--- src/rtl/cmd_dispatch.sv ---
// ============================================================================
// cmd_dispatch : decodes commands from the serial shift register, drives the
//                register-bank handshake and fast-command pulses (TMR state)
// Revision     : 1.0
// ============================================================================
`default_nettype none

module cmd_dispatch #(
    parameter int         ACK_TIMEOUT = 15,
    parameter logic [4:0] BCAST_ID    = 5'h1F
) (
    input  logic        clk,
    input  logic        rstb,
    input  logic [4:0]  chip_id,
    input  logic [56:0] commandReg,
    input  logic        commandPending,
    input  logic [5:0]  count,
    output logic        reg_req,
    output logic        reg_we,
    output logic [7:0]  reg_addr,
    output logic [31:0] reg_wdata,
    input  logic        reg_ack,
    input  logic [31:0] reg_rdata,
    output logic        rd_valid,
    output logic [31:0] rd_data,
    output logic        trig_pulse,
    output logic        soft_rst_pulse,
    output logic        bcr_pulse,
    output logic        busy,
    output logic [2:0]  err_status,
    input  logic        err_clr
);

    typedef enum logic [1:0] {
        S_IDLE   = 2'd0,
        S_DECODE = 2'd1,
        S_PULSE  = 2'd2,
        S_REQ    = 2'd3
    } state_t;

    // Every flop lives in this record so the whole context is triplicated and voted uniformly.
    typedef struct packed {
        state_t       state;
        logic [3:0]   tmo;
        logic [56:0]  shadow;
        logic [5:0]   cnt;
        logic [2:0]   err;
        logic [31:0]  rd_data;
        logic         pend;
        logic         req;
        logic         we;
        logic [7:0]   addr;
        logic [31:0]  wdata;
        logic         rd_valid;
        logic         trig;
        logic         srst;
        logic         bcr;
    } ctx_t;

    localparam logic [3:0] c_TMO_LAST = 4'(ACK_TIMEOUT - 1);
    localparam logic [5:0] c_LONG_LEN = 6'd57;
    localparam logic [3:0] c_SHORT_HDR = 4'b1010;
    localparam logic [3:0] c_TYPE_WR  = 4'b0110;
    localparam logic [3:0] c_TYPE_RD  = 4'b0111;

    ctx_t       ctx_q [3];
    ctx_t       v;
    ctx_t       ctx_d;
    logic       cmd_end;
    logic [2:0] err_set;
    logic       id_ok;
    logic [3:0] ltype;

    assign v = ctx_t'((ctx_q[0] & ctx_q[1]) | (ctx_q[1] & ctx_q[2]) | (ctx_q[0] & ctx_q[2]));

    assign cmd_end = v.pend & ~commandPending;
    assign ltype   = v.shadow[56:53];
    assign id_ok   = (v.shadow[52:48] == chip_id) || (v.shadow[52:48] == BCAST_ID);

    always_comb begin
        ctx_d          = v;
        err_set        = 3'b000;
        ctx_d.rd_valid = 1'b0;
        ctx_d.trig     = 1'b0;
        ctx_d.srst     = 1'b0;
        ctx_d.bcr      = 1'b0;
        ctx_d.pend     = commandPending;
        if (commandPending) begin
            ctx_d.shadow = commandReg;
            ctx_d.cnt    = count;
        end

        case (v.state)
            S_IDLE: begin
                if (cmd_end) ctx_d.state = S_DECODE;
            end
            S_DECODE: begin
                ctx_d.state = S_IDLE;
                if (v.cnt == c_LONG_LEN) begin
                    if (ltype != c_TYPE_WR && ltype != c_TYPE_RD) begin
                        err_set[0] = 1'b1;
                    end else if (id_ok && !(ltype == c_TYPE_RD && v.shadow[52:48] == BCAST_ID)) begin
                        ctx_d.state = S_REQ;
                        ctx_d.req   = 1'b1;
                        ctx_d.we    = (ltype == c_TYPE_WR);
                        ctx_d.addr  = v.shadow[47:40];
                        ctx_d.wdata = v.shadow[39:8];
                        ctx_d.tmo   = 4'd0;
                    end
                end else if (v.shadow[7:4] != c_SHORT_HDR) begin
                    err_set[0] = 1'b1;
                end else begin
                    case (v.shadow[3:0])
                        4'b0001: begin ctx_d.trig = 1'b1; ctx_d.state = S_PULSE; end
                        4'b0010: begin ctx_d.srst = 1'b1; ctx_d.state = S_PULSE; end
                        4'b0100: begin ctx_d.bcr  = 1'b1; ctx_d.state = S_PULSE; end
                        default: err_set[0] = 1'b1;
                    endcase
                end
            end
            S_PULSE: begin
                ctx_d.state = S_IDLE;
            end
            S_REQ: begin
                if (reg_ack) begin
                    ctx_d.req   = 1'b0;
                    ctx_d.state = S_IDLE;
                    if (!v.we) begin
                        ctx_d.rd_data  = reg_rdata;
                        ctx_d.rd_valid = 1'b1;
                    end
                end else if (v.tmo == c_TMO_LAST) begin
                    ctx_d.req   = 1'b0;
                    ctx_d.state = S_IDLE;
                    err_set[1]  = 1'b1;
                end else begin
                    ctx_d.tmo = v.tmo + 4'd1;
                end
            end
            default: ctx_d.state = S_IDLE;
        endcase

        // A command finishing while busy is dropped; the running operation is untouched.
        if (cmd_end && v.state != S_IDLE) err_set[2] = 1'b1;

        ctx_d.err = (v.err & ~{3{err_clr}}) | err_set;
    end

    always_ff @(posedge clk or negedge rstb) begin
        if (!rstb) begin
            for (int i = 0; i < 3; i++) ctx_q[i] <= '0;
        end else begin
            for (int i = 0; i < 3; i++) ctx_q[i] <= ctx_d;
        end
    end

    assign reg_req        = v.req;
    assign reg_we         = v.we;
    assign reg_addr       = v.addr;
    assign reg_wdata      = v.wdata;
    assign rd_valid       = v.rd_valid;
    assign rd_data        = v.rd_data;
    assign trig_pulse     = v.trig;
    assign soft_rst_pulse = v.srst;
    assign bcr_pulse      = v.bcr;
    assign busy           = (v.state != S_IDLE);
    assign err_status     = v.err;

endmodule

`default_nettype wire

--- config.mk ---
export PLATFORM = sky130hd
export DESIGN_NAME = cmd_dispatch
export DESIGN_NICKNAME = d
export VERILOG_FILES = /design/src/rtl/cmd_dispatch.sv
export SDC_FILE = /design/constraint.sdc
export NUM_CORES = 1
export LEC_CHECK = 0
export ABC_CLOCK_PERIOD_IN_PS = 4700
export CAP_MARGIN = 20
export CORE_AREA = 2 2 124 126
export CTS_CLUSTER_SIZE = 30
export DETAILED_ROUTE_END_ITERATION = 8
export DIE_AREA = 0 0 126 128
export PLACE_DENSITY = 0.85
export SETUP_SLACK_MARGIN = 0.1
export SYNTH_ARGS = -nofsm -noshare
export SYNTH_HDL_FRONTEND = slang
export SYNTH_SLANG_ARGS = --single-unit
--- constraint.sdc ---
create_clock -name clk -period 4.7 [get_ports clk]
set_input_delay 1.175 -clock clk [delete_from_list [all_inputs] [get_ports clk]]
set_output_delay 1.175 -clock clk [all_outputs]
set_load 0.01 [all_outputs]
==> flow_metrics.py, run 1 <==
metrics = {
    "grt": {
        "grt_pass1_vias": 6267,
        "antenna_found_initial": 2,
        "grt_max_degree": 109,
        "grt_pass1_wl_um": 32700,
        "grt_usage_pct": 25.5,
        "overflow": 0,
    },
    "critical_path": {
        "startpoint": "ctx_q[150]",
        "cp_top_family": "buffers and inverters",
        "critical_path_arrival_ns": 1.76,
        "path_class": "reg -> out",
        "endpoint_kind": "output pin",
        "cp.required_ns": 3.52,
        "crit_fanout": 11,
        "crit_chain": "nor2_1 -> inv_1 -> clkdlybuf4s50_1",
        "crit_path_start_kind": "register",
        "cpMaxStageDelayCell": "dfrtp_1",
        "slowest_delay_ns": 0.58,
        "timing.rr.start": "ctx_q[150]",
        "critical_path_buf_inv_count": 2,
    },
    "yosys": {
        "async_reset_ff_share_pct": 100,
        "synth_fa_ha_area_share_pct": 0.318,
        "synth-edff-count": 0,
        "synth_top_family_by_area": "compound AO/OA/AOI/OAI gates",
        "synth-seq-cells": 151,
        "synth_area_um2": 7870,
        "synth_cell_types": 48,
        "avgSynthCellArea_um2": 10.0,
        "yosys.area_share.simple_pct": 13.8,
        "synth_cells": 785,
        "syn_nets": 892,
        "synthFlopType": "dfrtp_1",
        "synthMuxAreaShare_pct": 8.73,
        "synth_xor_area_share_pct": 0.779,
        "synth_compound_area_share_pct": 14.2,
        "ys_seq_area_share_pct": 48.0,
        "yosysWarnings": 0,
    },
    "sta": {
        "clock_skew_ns": 0.00495,
        "fin_crit_sh_pct": 62.5,
        "fmax_mhz": 340,
        "period_needed_ns": 2.94,
        "finalSetupViolations": 0,
        "slew_violations": 0,
        "setup_slack_ns": 1.76,
        "maxSlewHeadroom_pct": 32.7,
        "grt_setup_unrepaired": "false",
        "hold_violations": 0,
        "setup_tns_ns": 0,
        "worstMarginPinSlew_ns": 1.01,
    },
    "clock_network": {
        "cts_tree": "built",
        "clkSinkCount": 151,
        "clock-root-buffer": "clkbuf_16",
        "post_cts_resized": 0,
        "post_cts_buffers": 0,
        "numCtsBuffers": 17,
        "hold_buffers": 0,
        "clk_pin_slew_ns": 0.06,
        "h-tree-depth": 4,
        "clk-insertion-delay-late_ns": 0.43,
        "clk_path_buf_depth": 2,
    },
    "power_and_ir_drop": {
        "p_leak_uw": 0.00420,
        "ir_worst_vdd_mv": 0.240,
        "power_per_cell_area_nw_per_um2": 333,
    },
    "die": {
        "rows": 45,
        "die_h_um": 128,
        "dieWidth_um": 126,
        "floorplan.initialDensity_pct": 52.9,
        "core_um2": 14900,
        "ios": 187,
        "dieArea_um2": 16100,
    },
    "layout": {
        "top_register": "ctx_q",
        "final_common_cell": "clkdlybuf4s50_1",
        "layout_common_cells": "clkdlybuf4s50_1 (184), dfrtp_1 (151), nand2_1 (102)",
        "reg.largest.list": "ctx_q (151)",
        "largest_reg_flops": 151,
        "stdcell_area_um2": 9770,
        "drive_gt1_share_pct": 13.4,
        "layout.nets": 962,
        "areaGrowthSynthToFinish_pct": 24.2,
    },
    "placement": {
        "dp_hpwl_um": 12600,
        "dp_slack_ns": 1.47,
        "placed_cell_area_um2": 9150,
        "gp_congestion": 0.850,
        "port-buffer-count": 186,
    },
    "route": {
        "avgRoutedWirePerCell_um": 19.0,
        "drtIter0Drc": 566,
        "dr_wl_met2_um": 9540,
        "num_vias": 6298,
        "drt-met1-wl_um": 8180,
        "drc": 0,
        "wl_met3_um": 1910,
        "route.top_layer_used": "met4",
        "dr.pass1.iters": 5,
        "routed_wirelength_um": 20100,
        "ant_nets": 0,
        "vias_per_cell": 5.96,
    },
    "job": {
        "maxCapViolCount": 0,
    },
    "status": {
        "outcome": "finished, final reports clean",
    },
    "min_path": {
        "min_path_type": "reg -> reg",
        "hold_path.startpoint": "ctx_q[53]",
    },
}
layout make-up:
| cell class | count | area (um^2) |
|---|---|---|
| inverters | 50 | 188 |
| diodes | 1 | 2.50 |
| well taps | 188 | 235 |
| fillers | 1150 | 5100 |
| multi-input cells | 437 | 3000 |
| clock inverters | 13 | 180 |
| repair buffers | 198 | 1950 |
| clock buffers | 19 | 433 |
| flip-flops and latches | 151 | 3780 |
synth_stat cells, types with 8 or more instances:
master | instances | area, um^2
dfrtp_1 | 151 | 3780
nand2_1 | 102 | 383
buf_4 | 77 | 578
mux2_2 | 61 | 687
inv_1 | 50 | 188
a31oi_1 | 46 | 288
clkbuf_1 | 43 | 161
nand3_1 | 43 | 215
nand4_1 | 42 | 263
o211ai_1 | 41 | 308
a41oi_1 | 40 | 350
buf_2 | 14 | 70.1
buf_6 | 9 | 101
o21ai_0 | 8 | 40.0
path summary, 6_finish.rpt:
check	depth (start not counted)	slack, ns	endpoint
min in group asynchronous	1	0.84	ctx_q[38]
max in group asynchronous	2	2.91	ctx_q[55]
max reg2reg	4	1.93	ctx_q[43]
max	3	1.76	busy
min reg2reg	2	0.48	ctx_q[53]
min	2	0.48	ctx_q[53]
metrics by stage:
stage	cells	total power, uW	utilization, %	hold slack, ns
final	1057	3250	65.7	0.481
after global routing	1056	3350	65.7	0.504
after CTS	1056	3260	65.7	0.481
after detailed placement	1024	1840	61.6	0.466
after global placement	1024	1830	61.6	0.457
after floorplan	785	1650	-	0.447
cell families after synthesis:
family,count (synthesis)
DFF,151
AOI/OAI and AO/OA,151
buffers and inverters,197
adders and majority gates,2
and+or+nand+nor,216
muxes,61
xor gates and xnor gates,7
layer usage:
metal	GRT usage (%)	vias up
met5	0	-
met2	39.3	309
li1	-	2891
met1	33.5	3058
met3	7.39	40
met4	11.6	0
report_power, final:
part	internal (uW)	total (uW)	switching, uW
Clock	885	1430	546
Sequential	1370	1420	55.3
Combinational	186	395	209
worst register-to-register path, cell delays in order (launching register included):
cell and delay (ns):
dfrtp_1 0.52, nor4bb_4 0.90, and4_4 0.92, a31oi_1 0.25
nand3_1 0.13
Note: power is estimated with default switching activity, not from simulation.
==> inputs of run 2 (changes only) <==
- ABC_CLOCK_PERIOD_IN_PS: 4700 -> 2900
- CORE_AREA: 2 2 124 126 -> 2 2 129 131
- DIE_AREA: 0 0 126 128 -> 0 0 131 133
- PLACE_DENSITY: 0.85 -> 0.79
- clock period: 4.7 -> 2.9 ns (I/O delays scaled with it)
==> flow_metrics.py, run 2 (same netlist as run 1, synthesis figures left out) <==
metrics = {
    "power_and_ir_drop": {
        "pwr-share-seq_pct": 44.7,
        "p_int_uw": 3850,
        "switching_power_uw": 1310,
        "ir_worst_vdd_mv": 0.456,
        "p_sw_share_pct": 25.4,
        "power_frac_comb_pct": 13.0,
        "clockPowerShare_pct": 42.3,
        "p_leak_uw": 0.00426,
        "power_per_cell_area_nw_per_um2": 520,
    },
    "clock_network": {
        "numCtsBuffers": 17,
        "clock-root-buffer": "clkbuf_16",
        "clkSinkCount": 151,
        "cts_tree": "built",
        "clk_path_buf_depth": 2,
        "hold_buffers": 0,
        "post_cts_buffers": 0,
        "post_cts_resized": 0,
        "clk_pin_slew_ns": 0.06,
        "clk-insertion-delay-late_ns": 0.42,
        "h-tree-depth": 4,
    },
    "sta": {
        "period_needed_ns": 2.47,
        "hold_violations": 0,
        "fin_crit_sh_pct": 85.2,
        "setup_tns_ns": 0,
        "worstMarginPinSlew_ns": 0.776,
        "clock_skew_ns": 0.00870,
        "finalSetupViolations": 0,
        "fmax_mhz": 405,
        "grt_setup_unrepaired": "false",
        "slew_violations": 0,
        "maxSlewHeadroom_pct": 48.2,
    },
    "grt": {
        "grt_pass1_wl_um": 32900,
        "grt_max_degree": 81,
        "grt_usage_pct": 24.0,
        "antenna_found_initial": 0,
        "overflow": 0,
        "grt_pass1_vias": 6333,
    },
    "die": {
        "dieArea_um2": 17400,
        "ios": 187,
        "die_h_um": 133,
        "floorplan.initialDensity_pct": 48.6,
        "dieWidth_um": 131,
        "core_um2": 16200,
        "rows": 47,
    },
    "placement": {
        "dp_hpwl_um": 13700,
        "port-buffer-count": 186,
        "gp_congestion": 0.837,
    },
    "route": {
        "num_vias": 6382,
        "drtIter0Drc": 490,
        "dr_wl_met2_um": 9870,
        "ant_nets": 0,
        "vias_per_cell": 5.81,
        "route.top_layer_used": "met4",
        "routed_wirelength_um": 20800,
        "wl_met3_um": 2140,
        "dr.pass1.iters": 5,
        "avgRoutedWirePerCell_um": 18.9,
        "drc": 0,
        "drt-met1-wl_um": 8450,
    },
    "min_path": {
        "min_path_type": "in -> async",
    },
    "layout": {
        "layout.nets": 974,
        "areaGrowthSynthToFinish_pct": 26.2,
        "reg.largest.list": "ctx_q (151)",
        "antenna_cells": 0,
        "post-route-util_pct": 61.4,
        "final_common_cell": "clkdlybuf4s50_1",
        "top_register": "ctx_q",
        "largest_reg_flops": 151,
        "drive_gt1_share_pct": 14.7,
        "layout_common_cells": "clkdlybuf4s50_1 (184), dfrtp_1 (151), nand2_1 (102)",
    },
    "critical_path": {
        "crit_path_start_kind": "register",
        "critical_path_arrival_ns": 1.75,
        "path_class": "reg -> out",
        "cp.required_ns": 2.17,
        "crit_fanout": 11,
        "endpoint_kind": "output pin",
    },
    "status": {
        "outcome": "finished, final reports clean",
    },
    "job": {
        "maxCapViolCount": 0,
    },
}
-- run 2: cell count changes in the layout (fill, tap and decap cells not counted), moves of 2 or more --
cell        delta
buf_12         +5
buf_4          +7
bufinv_16      -2
clkbuf_8       +2
clkinv_2       -2
clkinvlp_4     +2
-- run 2: worst paths after layout --
path,start,end,slack (ns),cells after the start
setup / recovery,ctx_q[150],busy,0.43,3
hold / removal,rstb,ctx_q[47],0.34,1
setup reg to reg,ctx_q[150],ctx_q[11],0.75,5
hold reg to reg,ctx_q[54],ctx_q[54],0.47,2
max in group asynchronous,rstb,ctx_q[52],1.76,2
min in group clk,ctx_q[54],ctx_q[54],0.47,2
-- run 2: area by class of cell --
| cell class | instances | area [um^2] |
|---|---|---|
| fillers | 1357 | 6240 |
| flip-flops and latches | 151 | 3780 |
| multi-input cells | 437 | 3000 |
| repair buffers | 210 | 2100 |
| clock buffers | 20 | 457 |
| well taps | 220 | 275 |
| inverters | 50 | 188 |
| clock inverters | 11 | 125 |
-- run 2: metal layers --
metal | global-route usage [%] | vias to the layer above
met5 | 0 | -
met4 | 7.15 | 0
met3 | 6.75 | 27
met2 | 39.3 | 350
met1 | 31.1 | 3091
li1 | - | 2914
-- run 2: critical path, cell delays in order (launching register included) --
cell             delay, ns
dfrtp_1               0.57
nor2_1                0.12
inv_1                 0.09
clkdlybuf4s50_1       0.55
-- run 2: per-stage QoR --
step                      hold slack, ns  power, uW  worst slack (ns)  cell area (um^2)  std cells
final                              0.342       5160             0.429              9930       1099
after global routing               0.416       5350             0.337              9930       1099
after CTS                          0.374       5200             0.414              9930       1099
after detailed placement           0.462       3010             0.382              9350       1068
after global placement             0.457       2990             0.378              9350       1068
after floorplan                    0.429       2670              1.08              7870        785
-- run 2: power by group through the flow --
stage | Clock [uW] | Sequential (uW) | Combinational [uW]
3_5_place_dp | 0 | 2340 | 664
6_report | 2180 | 2310 | 673
5_1_grt | 2310 | 2320 | 720
2_1_floorplan | 0 | 2310 | 358
4_1_cts | 2230 | 2310 | 671
3_3_place_gp | 0 | 2340 | 656
==> inputs of run 3 (changes only) <==
- PLACE_DENSITY: 0.79 -> 0.81
==> flow_metrics.py, run 3 (same netlist as run 1, synthesis figures left out) <==
metrics = {
    "layout": {
        "reg.largest.list": "ctx_q (151)",
        "fill_cells": 1297,
        "final_common_cell": "clkdlybuf4s50_1",
        "layout_common_cells": "clkdlybuf4s50_1 (184), dfrtp_1 (151), nand2_1 (102)",
        "largest_reg_flops": 151,
        "drive_gt1_share_pct": 14.7,
        "layout.nets": 974,
        "top_register": "ctx_q",
        "multi_input_area_um2": 3000,
        "antenna_cells": 0,
        "seq_area_um2": 3780,
        "areaGrowthSynthToFinish_pct": 26.5,
    },
    "route": {
        "dr.pass1.iters": 5,
        "vias_per_cell": 5.76,
        "num_vias": 6329,
        "avgRoutedWirePerCell_um": 18.9,
        "ant_nets": 0,
        "routed_wirelength_um": 20800,
        "drtIter0Drc": 545,
        "drc": 0,
    },
    "sta": {
        "worstMarginPinSlew_ns": 0.838,
        "setup_slack_ns": 0.423,
        "fmax_mhz": 404,
        "hold_violations": 0,
        "slew_violations": 0,
        "grt_setup_unrepaired": "false",
        "clock_skew_ns": 0.00782,
        "maxSlewHeadroom_pct": 44.0,
        "fin_crit_sh_pct": 85.4,
        "period_needed_ns": 2.48,
        "fin_hold_ws_ns": 0.284,
        "finalSetupViolations": 0,
        "setup_tns_ns": 0,
    },
    "grt": {
        "grt_usage_pct": 24.1,
        "grt_max_degree": 59,
        "antenna_found_initial": 1,
        "grt_pass1_vias": 6222,
        "grt_pass1_wl_um": 32700,
        "overflow": 0,
    },
    "power_and_ir_drop": {
        "p_leak_uw": 0.00427,
        "power_per_cell_area_nw_per_um2": 529,
        "p_total_uw": 5260,
        "ir_worst_vdd_mv": 0.391,
    },
    "status": {
        "outcome": "finished, final reports clean",
    },
    "die": {
        "floorplan.initialDensity_pct": 48.6,
        "core_um2": 16200,
        "ios": 187,
        "dieArea_um2": 17400,
        "dieWidth_um": 131,
        "rows": 47,
        "die_h_um": 133,
    },
    "clock_network": {
        "clk-insertion-delay-late_ns": 0.42,
        "post_cts_resized": 0,
        "clock-root-buffer": "clkbuf_16",
        "clkSinkCount": 151,
        "hold_buffers": 0,
        "cts_tree": "built",
        "clk_path_buf_depth": 2,
        "post_cts_buffers": 0,
        "clk_pin_slew_ns": 0.06,
        "numCtsBuffers": 17,
        "h-tree-depth": 4,
    },
    "critical_path": {
        "crit_fanout": 11,
        "path_class": "reg -> out",
        "critical_path_arrival_ns": 1.75,
        "crit_path_start_kind": "register",
        "crit_chain": "nor2_1 -> inv_1 -> clkdlybuf4s50_1",
        "cpMaxStageDelayCell": "dfrtp_1",
        "cp_top_family": "buffers and inverters",
        "cp.required_ns": 2.17,
        "critical_path_buf_inv_count": 2,
        "slowest_delay_ns": 0.57,
        "endpoint_kind": "output pin",
    },
    "placement": {
        "dp_hpwl_um": 13900,
        "dp_slack_ns": 0.394,
        "gp_congestion": 0.858,
        "port-buffer-count": 186,
    },
    "min_path": {
        "min_path_type": "in -> async",
    },
    "job": {
        "maxCapViolCount": 0,
    },
}
run 3: stage by stage:
step	std cells	area [um^2]	utilization, %
floorplan	785	7870	-
global placement	1068	9350	57.8
detailed placement	1068	9350	57.8
CTS	1099	9950	61.6
global route	1099	9950	61.6
finish	1099	9950	61.6
run 3: routing by layer:
metal | GRT usage (%) | part of all wire, %
met5 | 0 | 0
met4 | 7.86 | 2.1
met3 | 6.63 | 9.7
met2 | 39.1 | 47
met1 | 31.3 | 41
run 3: power by group:
part / switching, uW / leakage [uW] / total, uW / internal (uW)
registers: 94.1 / 0.00174 / 2310 / 2220
logic: 344 / 0.00225 / 669 / 325
clock network: 901 / 0.000290 / 2280 / 1380
total: 1340 / 0.00427 / 5260 / 3920
run 3: cell type report:
class | instances | area share (%)
Timing Repair Buffer | 210 | 21.1
Tap cell | 220 | 2.77
Clock buffer | 18 | 4.41
Multi-Input combinational cell | 437 | 30.2
Sequential cell | 151 | 38.0
Inverter | 50 | 1.89
Clock inverter | 13 | 1.71
run 3: final timing paths:
| check | from | slack, ns | end | depth (start not counted) |
|---|---|---|---|---|
| worst max-delay path | ctx_q[150] | 0.42 | busy | 3 |
| worst min-delay path | rstb | 0.28 | ctx_q[3] | 1 |
| worst max register to register | ctx_q[150] | 0.79 | ctx_q[11] | 5 |
| worst min register to register | ctx_q[58] | 0.47 | ctx_q[58] | 2 |
| max in group asynchronous | rstb | 1.94 | ctx_q[126] | 2 |
| min in group clk | ctx_q[58] | 0.47 | ctx_q[58] | 2 |
